$ cat src/rtl/alu_pkg.sv
// Shared definitions for the operand loader and the downstream ALU stage.
// Holds the default operand width, the loader FSM state enum and the
// board LED encodings for each state.
package alu_pkg;

  localparam int unsigned OPERAND_W = 6;
  localparam int unsigned STATE_W   = 2;

  // LED encodings double as the state encodings.
  localparam logic [STATE_W-1:0] LED_LOAD_A = 2'b00;
  localparam logic [STATE_W-1:0] LED_LOAD_B = 2'b01;
  localparam logic [STATE_W-1:0] LED_READY  = 2'b10;

  // 2'b11 is intentionally left unnamed; the FSM recovers from it.
  typedef enum logic [STATE_W-1:0] {
    ST_LOAD_A = LED_LOAD_A,
    ST_LOAD_B = LED_LOAD_B,
    ST_READY  = LED_READY
  } state_e;

  // Map a state to the pattern shown on the board LEDs.
  function automatic logic [STATE_W-1:0] state_led_f(input state_e s);
    return STATE_W'(s);
  endfunction

endpackage

$ cat src/rtl/operand_loader_if.sv
// Board-side bundle of the operand loader.
//   sw             : switch value (async to clk)
//   btn_load       : raw push-button (async to clk)
//   op_a / op_b    : latched operands
//   operands_valid : a complete pair is held
//   state_led      : loader state for the LEDs
// master drives sw/btn_load (board / bench); slave is the loader.
interface operand_loader_if import alu_pkg::*; #(
  parameter int unsigned W = OPERAND_W
) ();

  logic [W-1:0]       sw;
  logic               btn_load;
  logic [W-1:0]       op_a;
  logic [W-1:0]       op_b;
  logic               operands_valid;
  logic [STATE_W-1:0] state_led;

  modport master (
    output sw,
    output btn_load,
    input  op_a,
    input  op_b,
    input  operands_valid,
    input  state_led
  );

  modport slave (
    input  sw,
    input  btn_load,
    output op_a,
    output op_b,
    output operands_valid,
    output state_led
  );

endinterface

$ cat src/rtl/btn_debounce.sv
// Push-button conditioner: 2-flop synchronizer, saturating stability
// counter debouncer and press-edge detector.
//   clk, reset : system clock, synchronous active-high reset
//   btn_raw    : raw bouncing button (async to clk)
//   btn_pulse  : registered one-cycle pulse per accepted press
module btn_debounce #(
  parameter int unsigned DEBOUNCE_CYCLES = 1000000
) (
  input  logic clk,
  input  logic reset,
  input  logic btn_raw,
  output logic btn_pulse
);

  localparam int unsigned   CNT_W    = $clog2(DEBOUNCE_CYCLES + 1);
  localparam logic [CNT_W-1:0] CNT_LAST = CNT_W'(DEBOUNCE_CYCLES - 1);
  localparam logic [CNT_W-1:0] CNT_MAX  = {CNT_W{1'b1}};

  logic             sync1_q, sync1_d;
  logic             sync2_q, sync2_d;
  logic             level_q, level_d;
  logic [CNT_W-1:0] cnt_q,   cnt_d;
  logic             pulse_q, pulse_d;

  // Synchronize, count disagreement, flip level and flag a press.
  always_comb begin
    sync1_d = btn_raw;
    sync2_d = sync1_q;
    level_d = level_q;
    cnt_d   = cnt_q;
    pulse_d = 1'b0;

    if (sync2_q == level_q) begin
      cnt_d = '0;
    end else if (cnt_q >= CNT_LAST) begin
      // This cycle completes the required run of disagreeing cycles.
      level_d = ~level_q;
      cnt_d   = '0;
      pulse_d = ~level_q;
    end else if (cnt_q != CNT_MAX) begin
      cnt_d = cnt_q + CNT_W'(1);
    end
  end

  // State registers.
  always_ff @(posedge clk) begin
    if (reset) begin
      sync1_q <= 1'b0;
      sync2_q <= 1'b0;
      level_q <= 1'b0;
      cnt_q   <= '0;
      pulse_q <= 1'b0;
    end else begin
      sync1_q <= sync1_d;
      sync2_q <= sync2_d;
      level_q <= level_d;
      cnt_q   <= cnt_d;
      pulse_q <= pulse_d;
    end
  end

  assign btn_pulse = pulse_q;

endmodule

$ cat src/rtl/operand_loader.sv
// Loads two operands from the board switches, one per debounced press
// of the load button, alternating A then B; after a full pair a further
// press starts a new pair by reloading A.
//   clk, reset : system clock, synchronous active-high reset
//   bus        : sw/btn_load in, op_a/op_b/operands_valid/state_led out
module operand_loader import alu_pkg::*; #(
  parameter int unsigned W               = OPERAND_W,
  parameter int unsigned DEBOUNCE_CYCLES = 1000000
) (
  input  logic             clk,
  input  logic             reset,
  operand_loader_if.slave  bus
);

  logic         load_pulse;

  logic [W-1:0] sw_s1_q, sw_s1_d;
  logic [W-1:0] sw_s2_q, sw_s2_d;
  state_e       state_q, state_d;
  logic [W-1:0] op_a_q,  op_a_d;
  logic [W-1:0] op_b_q,  op_b_d;
  logic         valid_q, valid_d;

  // Button conditioning.
  btn_debounce #(
    .DEBOUNCE_CYCLES (DEBOUNCE_CYCLES)
  ) u_btn_debounce (
    .clk       (clk),
    .reset     (reset),
    .btn_raw   (bus.btn_load),
    .btn_pulse (load_pulse)
  );

  // Switch synchronizer.
  always_comb begin
    sw_s1_d = bus.sw;
    sw_s2_d = sw_s1_q;
  end

  // Loader FSM next state and operand updates.
  always_comb begin
    state_d = state_q;
    op_a_d  = op_a_q;
    op_b_d  = op_b_q;

    case (state_q)
      ST_LOAD_A: begin
        if (load_pulse) begin
          op_a_d  = sw_s2_q;
          state_d = ST_LOAD_B;
        end
      end
      ST_LOAD_B: begin
        if (load_pulse) begin
          op_b_d  = sw_s2_q;
          state_d = ST_READY;
        end
      end
      ST_READY: begin
        if (load_pulse) begin
          op_a_d  = sw_s2_q;
          state_d = ST_LOAD_B;
        end
      end
      default: begin
        state_d = ST_LOAD_A;
      end
    endcase

    // Kept as its own flop so it tracks the state register exactly.
    valid_d = (state_d == ST_READY);
  end

  // State registers; reset wins over a coincident load pulse.
  always_ff @(posedge clk) begin
    if (reset) begin
      sw_s1_q <= '0;
      sw_s2_q <= '0;
      state_q <= ST_LOAD_A;
      op_a_q  <= '0;
      op_b_q  <= '0;
      valid_q <= 1'b0;
    end else begin
      sw_s1_q <= sw_s1_d;
      sw_s2_q <= sw_s2_d;
      state_q <= state_d;
      op_a_q  <= op_a_d;
      op_b_q  <= op_b_d;
      valid_q <= valid_d;
    end
  end

  assign bus.op_a           = op_a_q;
  assign bus.op_b           = op_b_q;
  assign bus.operands_valid = valid_q;
  assign bus.state_led      = state_led_f(state_q);

endmodule

$ cat src/flat_wrapper.sv
// flat-port wrapper written by rule: the top's interface ports become plain ports
module operand_loader_flat import alu_pkg::*;
#(
  parameter int unsigned W               = OPERAND_W,
  parameter int unsigned DEBOUNCE_CYCLES = 1000000
)
  (clk, reset, bus_sw, bus_btn_load, bus_op_a, bus_op_b, bus_operands_valid, bus_state_led);
  operand_loader_if #(.W(W)) bus_i ();
  input  logic clk;
  input  logic reset;
  input wire logic [$bits(bus_i.sw)-1:0] bus_sw;
  input wire logic [$bits(bus_i.btn_load)-1:0] bus_btn_load;
  output wire logic [$bits(bus_i.op_a)-1:0] bus_op_a;
  output wire logic [$bits(bus_i.op_b)-1:0] bus_op_b;
  output wire logic [$bits(bus_i.operands_valid)-1:0] bus_operands_valid;
  output wire logic [$bits(bus_i.state_led)-1:0] bus_state_led;
  assign bus_i.sw = bus_sw;
  assign bus_i.btn_load = bus_btn_load;
  assign bus_op_a = bus_i.op_a;
  assign bus_op_b = bus_i.op_b;
  assign bus_operands_valid = bus_i.operands_valid;
  assign bus_state_led = bus_i.state_led;
  operand_loader #(.W(W), .DEBOUNCE_CYCLES(DEBOUNCE_CYCLES)) u_core (.clk(clk), .reset(reset), .bus(bus_i));
endmodule
$ cat config.mk
export PLATFORM = sky130hd
export DESIGN_NAME = operand_loader_flat
export DESIGN_NICKNAME = d
export VERILOG_FILES = /design/src/rtl/alu_pkg.sv /design/src/rtl/operand_loader_if.sv /design/src/rtl/btn_debounce.sv /design/src/rtl/operand_loader.sv /design/src/flat_wrapper.sv
export SDC_FILE = /design/constraint.sdc
export NUM_CORES = 1
export LEC_CHECK = 0
export ABC_AREA = 1
export CORE_ASPECT_RATIO = 0.7
export CORE_MARGIN = 1
export CORE_UTILIZATION = 46
export CTS_BUF_LIST = sky130_fd_sc_hd__clkbuf_4 sky130_fd_sc_hd__clkbuf_8
export CTS_CLUSTER_SIZE = 30
export DETAILED_ROUTE_END_ITERATION = 16
export DONT_BUFFER_PORTS = 1
export GPL_TIMING_DRIVEN = 0
export PLACE_DENSITY_LB_ADDON = 0.08
export SLEW_MARGIN = 40
export SYNTH_ARGS = -nofsm -noshare
export SYNTH_HDL_FRONTEND = slang
export SYNTH_SLANG_ARGS = --single-unit
$ cat constraint.sdc
create_clock -name clk -period 1.7 [get_ports clk]
set_clock_uncertainty 0.15 [all_clocks]
set_input_delay 0.34 -clock clk [delete_from_list [all_inputs] [get_ports clk]]
set_output_delay 0.34 -clock clk [all_outputs]
set_load 0.1 [all_outputs]
Word-level counts from Yosys, hierarchy flattened
Index checks and enable logic that the tools add are counted.
{"block": "word_totals", "ff_bits": 51, "input_bits": 9, "out_inout_bits": 15, "elab_cells": 31}
{"block": "classes", "addsub": 1, "magnitude_cmp": 1, "n_eq_ne": 5, "mux": 3, "bitwise": 3, "reduce_logical": 7}
{"cell": "20-bit by 1-bit adder with 20-bit output (second input constant)", "n": 1}
{"cell": "20-bit >= comparator (second input constant)", "n": 1}
{"cell": "20-bit inequality test (second input constant)", "n": 1}
{"cell": "2-bit AND reduction", "n": 3}
{"cell": "3-bit OR reduction", "n": 2}
{"cell": "2-bit == test (second input constant)", "n": 2}
{"cell": "2-bit two-way mux", "n": 2}
{"cell": "2-bit one-hot mux with 2 select lines", "n": 1}
{"cell": "1-bit NOT", "n": 3}
{"cell": "2-bit by 1-bit == test with 1-bit output (second input constant)", "n": 1}
{"cell": "2-bit logical NOT", "n": 1}
{"cell": "2-bit OR reduction", "n": 1}
{"cell": "1-bit == test", "n": 1}

Longest topological paths before layout
{"block": "logic_depth", "depth_word": 4, "ltp_mapped": 10, "mapped_depth_nobuf": 10}

By module
A second synthesis with hierarchy kept.
{"block": "unflattened", "cells_unflattened": 327, "hier_area_um2": 2331.0}
{"module": "btn_debounce", "instances": 1, "cells_per_inst": 212, "area_per_inst_um2": 1420.1, "seq_area_each_um2": 480.5}
{"module": "operand_loader", "instances": 1, "cells_per_inst": 115, "area_per_inst_um2": 910.9, "seq_area_each_um2": 540.5}

Worst setup path after synthesis
Ideal clock, no wire load.
{"block": "synth_timing", "path_kind": "register -> register", "start": "register u_core.state_q[0] (netlist: u_core.bus.state_led[0])", "end": "register u_core.op_b_q[3] (netlist: u_core.bus.op_b[3])", "setup_ns": 0.128, "arrival_ns": 1.656, "required_time_ns": 1.422, "path_slack_ns": -0.234, "path_stages_with_launch": 5, "n_path_buf": 1, "period_less_slack_ns": 1.934, "cell_sequence": "dfxtp_1 -> nand3_1 -> clkbuf_1 -> o21ai_0 -> a21oi_1"}
{"block": "synth_via", "elab_chain_cells": 2}
{"element": "start, declared", "line": "operand_loader.sv:19", "source": "state_e state_q, state_d;"}
{"element": "start signal, assigned", "line": "operand_loader.sv:86", "source": "state_q <= state_d;"}
{"element": "2-bit by 1-bit == test with 1-bit output", "line": "operand_loader.sv:46", "source": "case (state_q)"}
{"element": "2-bit AND reduction (no source line)"}
{"element": "end signal, assigned", "line": "operand_loader.sv:88", "source": "op_b_q <= op_b_d;"}
{"element": "end, declared", "line": "operand_loader.sv:21", "source": "logic [W-1:0] op_b_q, op_b_d;"}
Every way passes these cells.
A chain may end at the register's enable or synchronous reset.

Worst setup path in the final report
{"block": "layout_timing", "start": "register u_core.u_btn_debounce.cnt_q[0]", "end": "register u_core.u_btn_debounce.cnt_q[6]"}
{"block": "layout_via", "elab_chain_cells": 2, "word_cells_on_any_way": 4, "classes_between": "1 x add/sub; 1 x order compare; 1 x eq/ne; 1 x reduce/logical"}
{"element": "start, declared", "line": "btn_debounce.sv:22", "source": "logic [CNT_W-1:0] cnt_q, cnt_d;"}
{"element": "start signal, assigned", "line": "btn_debounce.sv:57", "source": "cnt_q <= cnt_d;"}
{"element": "20-bit >= comparator", "line": "btn_debounce.sv:35", "source": "end else if (cnt_q >= CNT_LAST) begin"}
{"element": "3-bit OR reduction (no source line)"}
Several ways; a longest one is shown, not always the timed one.

==> results.ini <==
[job]
drv_cap=0

[finish]
nets=340
antenna-diode-count=0
syn2layout_area_growth_pct=17.11
drive_gt1_share_pct=25.98
final_area_sq_um=2706
final_cell_mix=72 x nor2_1, 40 x nand2_1, 38 x inv_1
nFillCells=491
mostFrequentLayoutCell=nor2_1

[floorplan]
core_sq_um=4808
rows=21
die_h_um=61.30
num_io_pins=24
start_util_pct=48.06
die_x_um=86.72
fp.dieArea_sq_um=5316

[timing]
relSlewSlack_pct=65.03
period_minus_slack_ns=1.594
drv_slew=0
rsz0062_at_grt=no
layout_setup_ws_ns=0.1061
setup_viol=0
fmax_mhz=627.4
worst_pin_slew_ns=0.5246
fin_crit_sh_pct=93.76
hold_viol=0

[route]
routedWlPerCell_um=10.94
via_per_inst=4.523
drtPass1Iterations=4
drc_errors=0
antenna_left=0
drt_first_iter_violations=94
vias=1809
wl_um=4377

[grt]
antenna_found_initial=0
grt_usage_pct=17.58
grt_remaining_overflow=0
grt_max_degree=18
grt_pass1_vias=1418
grt_pass1_wl_um=6975

[pwr]
switching_share_pct=21.13
pwr-share-clk_pct=40.0
power_density_nw_per_um2=786.3
leakage_uw=0.001113
totalPowerFinal_uw=2128
peakVddDrop_v=0.0003968
power_frac_seq_pct=57.0
p_comb_share_pct=3.0
p_int_uw=1678
switchingPower_uw=449.8

[clocking]
cts_max_level=2
cts_root_buf=clkbuf_8
cts_made_buffers=5
cts.reportedPaths.clkPinSlew_ns=0.10
cts_buffer_depth=2
tritoncts=done
cts.sinks=51
clk_latency_ns=0.30

[worst_setup_path]
critPathRequiredTime_ns=1.79
startpoint_type=register
worstPathArrival_ns=1.68
path_max_fanout=10
critPathKind=register to register
end_kind=register

[placed_design]
gp_congestion=0.8989
hpwl_um=3294
numPortBuffers=0
place_area_sq_um=2416
place_worst_setup_slack_ns=-0.1345

[synth]
yosys.area.top_type=dfxtp_1
synth.yosys.seq_area_share_pct=44.18
synth_top_area_share_pct=44.18
netlist_area_sq_um=2311
synth_seq_cells=51
synth_nets=317
syn_inst=307
yosys_warnings=0
synth_cell_types=27
avgSynthCellArea_sq_um=7.528
synth.area.top_cells=dfxtp_1 44%, nor2_1 12%, nand2_1 6.5%

[worst_hold_path]
hold_class=primary input to register

[run_status]
status=finished, final reports clean

-- critical path, stage by stage, from the launching register on --
cell     delay [ns]
dfxtp_4        0.38
ha_4           0.14
nand3_2        0.11
inv_2          0.11
nand2_2        0.08
nor2_4         0.12
nand2_4        0.09
inv_6          0.09
buf_12         0.13
nor2_1         0.05
nor2_2         0.09
-- registers in the layout, indices dropped and copies added, names as in the netlist --
name and count:
u_core.u_btn_debounce.cnt_q 20, u_core.bus.state_led 2, u_core.bus.op_b 6, u_core.sw_s1_q 6, u_core.bus.operands_valid 1, u_core.bus.op_a 6
u_core.u_btn_debounce.btn_pulse 1, u_core.u_btn_debounce.sync2_q 1, u_core.u_btn_debounce.level_q 1, u_core.u_btn_debounce.sync1_q 1, u_core.sw_s2_q 6
-- power by group through the flow --
stage / combinational [uW] / clock, uW / sequential, uW
3_5_place_dp: 45.9 / 0 / 1250
6_report: 63.3 / 852 / 1210
4_1_cts: 58.4 / 876 / 1210
2_1_floorplan: 36.6 / 0 / 1240
5_1_grt: 72.2 / 933 / 1220
3_3_place_gp: 45.4 / 0 / 1250
-- timing repair --
action                                  in CTS  in global routing
buffers inserted                             1                  8
pin swaps                                    1                  1
endpoints found under the setup margin      25                 19
resized for setup                            6                  8
hold buffers                                 7                  0
endpoints found under the hold margin        7                  0
-- cells by family (layout without fill, tap and decap cells) --
family	count (synthesis)	in the layout	synth area share (%)
adders and majority gates	1	1	0.5413
buffers and inverters	49	73	9.637
and+or+nand+nor	168	168	34.81
AOI/OAI and AO/OA	24	24	5.522
xor gates and xnor gates	14	14	5.306
DFF	51	51	44.18
-- synth_stat cells --
cell type	count
buf_2	1
a21oi_1	9
nor2_1	72
xor2_1	7
inv_6	1
ha_1	1
clkbuf_1	1
o21ai_2	1
nand4_1	3
inv_1	38
nand2_2	7
nor3_1	2
a21oi_2	1
nor2_4	6
buf_1	2
o21ai_0	13
nand3_1	14
nand3_2	1
xnor2_1	7
nand3b_1	1
dfxtp_1	51
nand2_8	1
nand2_1	40
nor2_2	20
inv_2	4
buf_12	2
nand2_4	1
-- layout make-up --
type	instances	area [sq um]	area share (%)
tap	69	86.33	3.190
buffer	6	57.56	2.127
multi-input combinational	207	1090	40.27
timing repair buffer	16	137.6	5.086
clock inverter	3	46.29	1.711
clock buffer	5	68.82	2.543
sequential	51	1054	38.93
inverter	43	166.4	6.149
-- path summary, 6_finish.rpt --
path	from	cells past startpoint	slack, ns	end
worst max-delay path	u_core.u_btn_debounce.cnt_q[0]	10	0.11	u_core.u_btn_debounce.cnt_q[6]
worst min-delay path	reset	2	0.18	u_core.bus.state_led[1]
worst max register to register	u_core.u_btn_debounce.cnt_q[0]	10	0.11	u_core.u_btn_debounce.cnt_q[6]
worst min register to register	u_core.sw_s1_q[1]	2	0.26	u_core.sw_s2_q[1]
-- per-stage QoR --
stage / setup TNS (ns) / cells / utilization (%) / hold slack, ns
2_1_floorplan: 0 / 307 / - / 0.2383
3_3_place_gp: -1.656 / 376 / 49.91 / 0.2424
3_5_place_dp: -1.918 / 376 / 50.25 / 0.2429
4_1_cts: 0 / 392 / 54.67 / 0.1740
5_1_grt: 0 / 400 / 56.28 / 0.1992
6_report: 0 / 400 / 56.28 / 0.1825
-- layer usage --
metal / vias up / GRT usage, % / share of wire [%]
met2: 41 / 21.43 / 35
met3: 2 / 4.155 / 5.4
met1: 789 / 28.93 / 59
met4: 0 / 5.000 / 0.46
met5: - / 0 / 0
li1: 977 / - / -
(Power assumes the default switching activity.)
